`src/rtl/cpu_pkg.sv`:
```
// Shared CPU definitions: fetch FSM states, opcode field layout, sign extension.
package cpu_pkg;

  typedef enum logic [0:0] {
    FETCH = 1'b0,
    EXEC  = 1'b1
  } fetch_state_t;

  // Opcode field for the default 16-bit instruction word; it always occupies
  // the top OPC_W bits of the word, whatever the word width.
  localparam int OPC_MSB = 15;
  localparam int OPC_LSB = 13;
  localparam int OPC_W   = OPC_MSB - OPC_LSB + 1;

  // Sign-extend the low w bits of v to 32 bits (1 <= w <= 32).
  function automatic logic [31:0] sext(input logic [31:0] v, input int w);
    logic signed [31:0] t;
    t = $signed(v << (32 - w));
    return t >>> (32 - w);
  endfunction

endpackage

```
`src/rtl/pc_fetch_unit_if.sv`:
```
// Instruction memory fetch bus: req held until ack, data valid with ack.
interface pc_fetch_unit_if #(
  parameter int PW = 8,
  parameter int IW = 16
);
  logic          imem_req;
  logic [PW-1:0] imem_addr;
  logic          imem_ack;
  logic [IW-1:0] imem_rdata;

  modport master (output imem_req, output imem_addr, input imem_ack, input imem_rdata);
  modport slave  (input imem_req, input imem_addr, output imem_ack, output imem_rdata);
endinterface

```
`src/rtl/pc_fetch_unit_pc_next_calc.sv`:
```
// Next-PC computation; pure combinational so a branch predictor can reuse it.
module pc_next_calc
  import cpu_pkg::*;
#(
  parameter int PW   = 8,
  parameter int OFFW = 8
) (
  input  logic [PW-1:0]   pc,
  input  logic [OFFW-1:0] offset,
  input  logic            pc_incr,
  input  logic            pc_relbranch,
  output logic [PW-1:0]   pc_next
);

  logic [PW-1:0] off_ext;

  // Branch wins over increment; neither means stay put (halt idiom).
  always_comb begin
    off_ext = PW'(sext(32'(offset), OFFW));
    pc_next = pc;
    if (pc_relbranch)  pc_next = pc + off_ext;
    else if (pc_incr)  pc_next = pc + PW'(1);
  end

endmodule

```
`src/rtl/pc_fetch_unit.sv`:
```
// Program counter owner: fetches one word per step, holds it for the decoder,
// then updates the PC from the decoder's increment/branch decision.
module pc_fetch_unit
  import cpu_pkg::*;
#(
  parameter int PW       = 8,
  parameter int IW       = 16,
  parameter int OFFW     = 8,
  parameter int RESET_PC = 0,
  parameter int CW       = 16
) (
  input  logic                 clock,
  input  logic                 nReset,
  pc_fetch_unit_if.master      imem,
  input  logic                 stall,
  input  logic                 PCincr,
  input  logic                 PCrelbranch,
  output logic [IW-1:0]        instr,
  output logic [OPC_W-1:0]     opcode,
  output logic                 instr_valid,
  output logic [CW-1:0]        retired
);

  fetch_state_t  state_q, state_d;
  logic [PW-1:0] pc_q, pc_d, pc_next;
  logic [IW-1:0] instr_q, instr_d;
  logic [CW-1:0] retired_q, retired_d;

  pc_next_calc #(.PW(PW), .OFFW(OFFW)) u_next (
    .pc           (pc_q),
    .offset       (instr_q[OFFW-1:0]),
    .pc_incr      (PCincr),
    .pc_relbranch (PCrelbranch),
    .pc_next      (pc_next)
  );

  // State and datapath registers, all cleared asynchronously.
  always_ff @(posedge clock or negedge nReset) begin
    if (!nReset) begin
      state_q   <= FETCH;
      pc_q      <= PW'(RESET_PC);
      instr_q   <= '0;
      retired_q <= '0;
    end else begin
      state_q   <= state_d;
      pc_q      <= pc_d;
      instr_q   <= instr_d;
      retired_q <= retired_d;
    end
  end

  // Next state: wait for ack in FETCH, wait for !stall in EXEC.
  always_comb begin
    state_d = FETCH;
    case (state_q)
      FETCH:   state_d = imem.imem_ack ? EXEC : FETCH;
      EXEC:    state_d = stall ? EXEC : FETCH;
      default: state_d = FETCH;
    endcase
  end

  // Datapath: latch word on ack; on leaving EXEC update PC and retire.
  always_comb begin
    pc_d      = pc_q;
    instr_d   = instr_q;
    retired_d = retired_q;
    case (state_q)
      FETCH: if (imem.imem_ack) instr_d = imem.imem_rdata;
      EXEC: if (!stall) begin
        pc_d      = pc_next;
        retired_d = (&retired_q) ? retired_q : retired_q + CW'(1);
      end
      default: ;
    endcase
  end

  // Outputs decode from registers only; req is also killed by reset directly
  // so it drops the moment reset asserts rather than at the next edge.
  always_comb begin
    imem.imem_req  = (state_q == FETCH) && nReset;
    imem.imem_addr = pc_q;
    instr_valid    = (state_q == EXEC);
    instr          = instr_q;
    opcode         = instr_q[IW-1 -: OPC_W];
    retired        = retired_q;
  end

endmodule

```
`src/flat_wrapper.sv`:
```
// flat-port wrapper written by rule: the top's interface ports become plain ports
module pc_fetch_unit_flat import cpu_pkg::*;
#(
  parameter int PW       = 8,
  parameter int IW       = 16,
  parameter int OFFW     = 8,
  parameter int RESET_PC = 0,
  parameter int CW       = 16
)
  (clock, nReset, stall, PCincr, PCrelbranch, instr, opcode, instr_valid, retired, imem_imem_req, imem_imem_addr, imem_imem_ack, imem_imem_rdata);
  pc_fetch_unit_if #(.PW(PW), .IW(IW)) imem_i ();
  input  logic clock;
  input  logic nReset;
  input  logic stall;
  input  logic PCincr;
  input  logic PCrelbranch;
  output logic [IW-1:0] instr;
  output logic [OPC_W-1:0] opcode;
  output logic instr_valid;
  output logic [CW-1:0] retired;
  output wire logic [$bits(imem_i.imem_req)-1:0] imem_imem_req;
  output wire logic [$bits(imem_i.imem_addr)-1:0] imem_imem_addr;
  input wire logic [$bits(imem_i.imem_ack)-1:0] imem_imem_ack;
  input wire logic [$bits(imem_i.imem_rdata)-1:0] imem_imem_rdata;
  assign imem_imem_req = imem_i.imem_req;
  assign imem_imem_addr = imem_i.imem_addr;
  assign imem_i.imem_ack = imem_imem_ack;
  assign imem_i.imem_rdata = imem_imem_rdata;
  pc_fetch_unit #(.PW(PW), .IW(IW), .OFFW(OFFW), .RESET_PC(RESET_PC), .CW(CW)) u_core (.clock(clock), .nReset(nReset), .imem(imem_i), .stall(stall), .PCincr(PCincr), .PCrelbranch(PCrelbranch), .instr(instr), .opcode(opcode), .instr_valid(instr_valid), .retired(retired));
endmodule
```
`config.mk`:
```
export PLATFORM = sky130hd
export DESIGN_NAME = pc_fetch_unit_flat
export DESIGN_NICKNAME = d
export VERILOG_FILES = /design/src/rtl/cpu_pkg.sv /design/src/rtl/pc_fetch_unit_if.sv /design/src/rtl/pc_fetch_unit_pc_next_calc.sv /design/src/rtl/pc_fetch_unit.sv /design/src/flat_wrapper.sv
export SDC_FILE = /design/constraint.sdc
export NUM_CORES = 1
export LEC_CHECK = 0
export BUFFER_PORTS_ARGS = -buffer_cell sky130_fd_sc_hd__clkbuf_2
export CORE_MARGIN = 4
export CORE_UTILIZATION = 45
export CTS_CLUSTER_DIAMETER = 40
export DETAILED_ROUTE_END_ITERATION = 12
export GPL_TIMING_DRIVEN = 0
export PLACE_DENSITY = 0.71
export SETUP_SLACK_MARGIN = 0.2
export SLEW_MARGIN = 10
export SYNTH_ARGS = -nofsm -noshare
export SYNTH_HDL_FRONTEND = slang
export SYNTH_SLANG_ARGS = --single-unit
```
`constraint.sdc`:
```
create_clock -name clock -period 5.4 [get_ports clock]
set_input_delay 0.27 -clock clock [delete_from_list [all_inputs] [get_ports clock]]
set_output_delay 0.27 -clock clock [all_outputs]
set_load 0.01 [all_outputs]
```
# [Yosys cells after proc, flatten, opt, wreduce, memory -nomap -nowiden]
# Index checks and enable logic that the tools add are counted.
[word_totals] ff_bits=41 input_bits=22 output_inout_bits=45
[op_classes] n_reduce_logical=6 addsub=3 mux=5 bitwise_logic=3
[op_table] operator="$add A16 B1 Y16 const B" n=1
[op_table] operator="$mux W8" n=2
[op_table] operator="$reduce_and A16 Y1" n=1
[op_table] operator="$add A8 B1 Y8 const B" n=1
[op_table] operator="$add A8 B8 Y8" n=1
[op_table] operator="$reduce_and A3 Y1" n=2
[op_table] operator="$not A1 Y1" n=3
[op_table] operator="$mux W1" n=2
[op_table] operator="$pmux W1 S2" n=1
[op_table] operator="$reduce_and A2 Y1" n=1
[op_table] operator="$reduce_bool A2 Y1" n=1
[op_table] operator="$logic_and A1 B1 Y1" n=1

# [Longest topological paths before layout]
[depth] word_depth=3 ltp_mapped=9

# [Hierarchy]
# Synthesis repeated with hierarchy kept, for this count alone.
[hier_totals] hier_cells=209 area_unflattened_um2=2332.2
[by_module_without_submodules] mod="pc_fetch_unit" area_per_inst_um2=1799.2 instances=1 cells_per_inst=137 seq_area_each_um2=1026.0
[by_module_without_submodules] mod="pc_next_calc" area_per_inst_um2=533.0 instances=1 cells_per_inst=72 seq_area_each_um2=0.0

# [Worst setup path before layout]
# No wires, ideal clock.
[synth_path] kind="input -> register" startpoint="in PCrelbranch" endpoint="reg u_core.pc_q[7] (netlist: u_core.imem.imem_addr[7])" required_ns=5.313 setup_ns=0.087 arrival_time_ns=1.868 path_buffers=2 setup_slack_ns=3.445 stages=8 path_cell_list="clkbuf_1 -> and2_1 -> ha_1 -> clkbuf_2 -> a211oi_1 -> o21ai_0 -> or3_1 -> o211ai_1"
[synth_via] elab_chain_len=2
[synth_rtl] element="start, declared" line_no="flat_wrapper.sv:16" source="input logic PCrelbranch;"
[synth_rtl] element="$reduce_bool A2 Y1 (no source line)"
[synth_rtl] element="$reduce_and A3 Y1 (no source line)"
[synth_rtl] element="end signal, assigned" line_no="pc_fetch_unit.sv:41" source="pc_q <= PW'(RESET_PC);"
[synth_rtl] element="end signal, assigned" line_no="pc_fetch_unit.sv:46" source="pc_q <= pc_d;"
[synth_rtl] element="end, declared" line_no="pc_fetch_unit.sv:25" source="logic [PW-1:0] pc_q, pc_d, pc_next;"
# Several ways; a longest one is shown, not always the timed one.
# A chain may end at the register's enable or synchronous reset.

# [Worst setup path in the final report]
# Ends and elaborated chain as after synthesis.

==> reports/metrics.cfg <==
[outcome]
status=finished clean

[placed_design]
io_buffers=66
gp_congestion=0.787
dpl.hpwl_um=3740
place_ws_ns=2.93

[die]
chipWidth_um=79.6
fp-row-count=25
coreArea_sq_mm=0.00485
boundaryPins=67
initial_core_util_pct=47.5
die_y_um=79.6
dieArea_sq_mm=0.00633

[clock_network]
post-cts-setup-buffers=0
clk_pin_slew_ns=0.09
cts.sinks=41
cts_max_level=2
clockBufferDepth=2
cts_root_buf=clkbuf_8
cts_buffers=5
postCtsResizedCells=0
postCtsHoldBufs=0
clk_latency_ns=0.30
cts_tree=yes

[worst_setup_path]
timing.rr.end=u_core.imem.imem_addr[7]$_DFFE_PN0P_
rrSetupSlack_ns=3.30
r2r_start=u_core.instr[4]$_DFFE_PN0P_
cp-end-kind=flop
rr_worst_depth=7
worstSetupPathType=in2reg
path_max_fanout=10
cp_data_arrival_time_ns=2.35
start_kind=input pin
critPathRequiredTime_ns=5.61

[timing]
slew_headroom_pct=31.5
fmaxAchievable_ghz=0.469
skew_ns=0.00678
post-route-period-util_pct=39.5
final_hold_viol_count=0
rsz0062_at_grt=false
maxSlewViolCount=0
setup_ws_ns=3.27
tightest_slew_ns=1.03
setup_viol=0
tns_ns=0
fin_crit_ns=2.13

[synth]
mappedNetlistNets=239
synth_seq_cells=41
synth-main-ff-cell=dfrtp_1
yosysWarnings=0
yosys.area.top_type=dfrtp_1
mappedNetlistArea_sq_mm=0.00230
synth_top_area_share_pct=44.5
avgSynthCellArea_sq_um=11.1
syn_inst=208
synth_edf_count=0
ys_top_cells_by_area=dfrtp_1 45%, mux2_2 9.3%, ha_1 4.3%, xor2_1 3.8%, nand2_1 2.3%
async_flop_share_pct=100
yosysSeqAreaShare_pct=44.5
yosys.cell_types.count=55

[drt]
drt-initial-drc-count=91
viasPerCell=5.28
drt-total-wl_um=5090
drcViolationCount=0
num_vias=1844
firstDrtPassIters=4
wl_per_cell_um=14.6
ant_nets=0

[power_and_ir_drop]
vdd_drop_max_uv=243
total_power_uw=1170
powerDensity_mw_per_mm2=414
p_leak_uw=0.00138

[global_routing]
grt_pass1_vias=1755
antenna_found_initial=0
grt_first_pass_wirelength_um=8540
gr-total-overflow=0
grt_max_degree=43
grt.total_usage_pct=17.1

[cells_and_area]
fin_nets=312
area_delta_synth_final_pct=23.0
num_antenna_cells=0
drive_above_1_share_pct=41.1

[job]
drv_cap=0

[min_path]
worstHoldPathType=in2async

[synthesized netlist by cell type, types with 3 or more instances]
cell and number:
inv_1 7, o21a_1 3, xnor2_1 3, nor4_1 5, buf_4 3, a21oi_1 6, and2_1 6, ha_1 8
a211oi_1 5, xor2_1 10, o21ai_0 7, o211ai_1 4, dfrtp_1 41, nand3_1 5, nor2b_1 3, mux2_2 19
nor2_1 8, nand2b_1 3, nand2_1 14
[power by group]
part	internal, uW	switching, uW	total (uW)
Clock	138	115	253
Sequential	383	78.7	462
Combinational	216	242	458
[kinds of logic after synthesis]
| logic type | count (synthesis) | share of synthesized area (%) |
|---|---|---|
| buffers and inverters | 15 | 3.42 |
| flip-flops | 41 | 44.5 |
| adder cells (fa/ha/maj) | 9 | 5.21 |
| AO/OA/AOI/OAI | 39 | 12.3 |
| XOR/XNOR | 13 | 4.94 |
| multiplexers | 20 | 9.72 |
| AND/OR/NAND/NOR | 71 | 19.9 |
[state kept, by name, summed over array words and instances, names as in the netlist]
register,count
u_core.retired,16
u_core.imem.imem_addr,8
u_core.instr_valid,1
u_core.instr,16
[worst max path at each step]
stage / start / to / slack, ns / depth (start not counted)
global route: PCrelbranch / u_core.imem.imem_addr[7]$_DFFE_PN0P_ / 3.10 / 9
floorplan: PCrelbranch / u_core.imem.imem_addr[7]$_DFFE_PN0P_ / 3.45 / 8
global placement: PCrelbranch / u_core.imem.imem_addr[7]$_DFFE_PN0P_ / 2.95 / 9
detailed placement: PCrelbranch / u_core.imem.imem_addr[7]$_DFFE_PN0P_ / 2.93 / 9
CTS: PCrelbranch / u_core.imem.imem_addr[7]$_DFFE_PN0P_ / 3.25 / 9
finish: PCrelbranch / u_core.imem.imem_addr[7]$_DFFE_PN0P_ / 3.27 / 9
[worst max-delay path, stage by stage]
cell and delay, ns:
clkbuf_2 0.13, clkbuf_1 0.32, and2_1 0.20, ha_1 0.22
clkbuf_2 0.17, a211oi_1 0.40, o21ai_0 0.17, or3_1 0.37
o211ai_1 0.10
[cells in the final DEF (no fill, tap or decap), types with 3 or more instances in the layout]
cell,netlist,final
nand2_1,14,14
mux2_2,19,19
nand3_1,5,5
clkbuf_8,0,5
a211oi_1,5,5
nor2_1,8,8
a21oi_1,6,6
o21a_1,3,3
inv_1,7,7
buf_4,3,3
and2_1,6,6
o211ai_1,4,4
ha_1,8,8
nand2b_1,3,3
o21ai_0,7,7
xnor2_1,3,3
dfrtp_1,41,41
xor2_1,10,10
nor2b_1,3,3
clkbuf_2,1,67
nor4_1,5,5
[through the flow]
step	cells	hold WS [ns]	util (%)	area [sq um]
floorplan	208	-0.0256	-	2300
global placement	341	0.492	56.1	2720
detailed placement	341	0.498	56.1	2720
CTS	349	0.191	58.5	2830
global route	349	0.196	58.5	2830
finish	349	0.129	58.5	2830
[area by class of cell]
cell class              count  area [sq um]
plain buffers               8          52.6
repair buffers             66           330
clock buffers               5          68.8
clock inverters             3          46.3
multi-input cells         152          1200
well taps                  67          83.8
fillers                   421          2010
flip-flops and latches     41          1030
inverters                   7          26.3
[per-layer routing]
metal  part of all wire [%]  GRT usage, %  vias to the layer above
met5                      0             0                        -
met4                   0.67          4.12                        0
met3                    6.3          4.18                        4
met2                     46          27.4                       52
met1                     47          23.2                      879
li1                       -             -                      909
(Power assumes the default switching activity.)
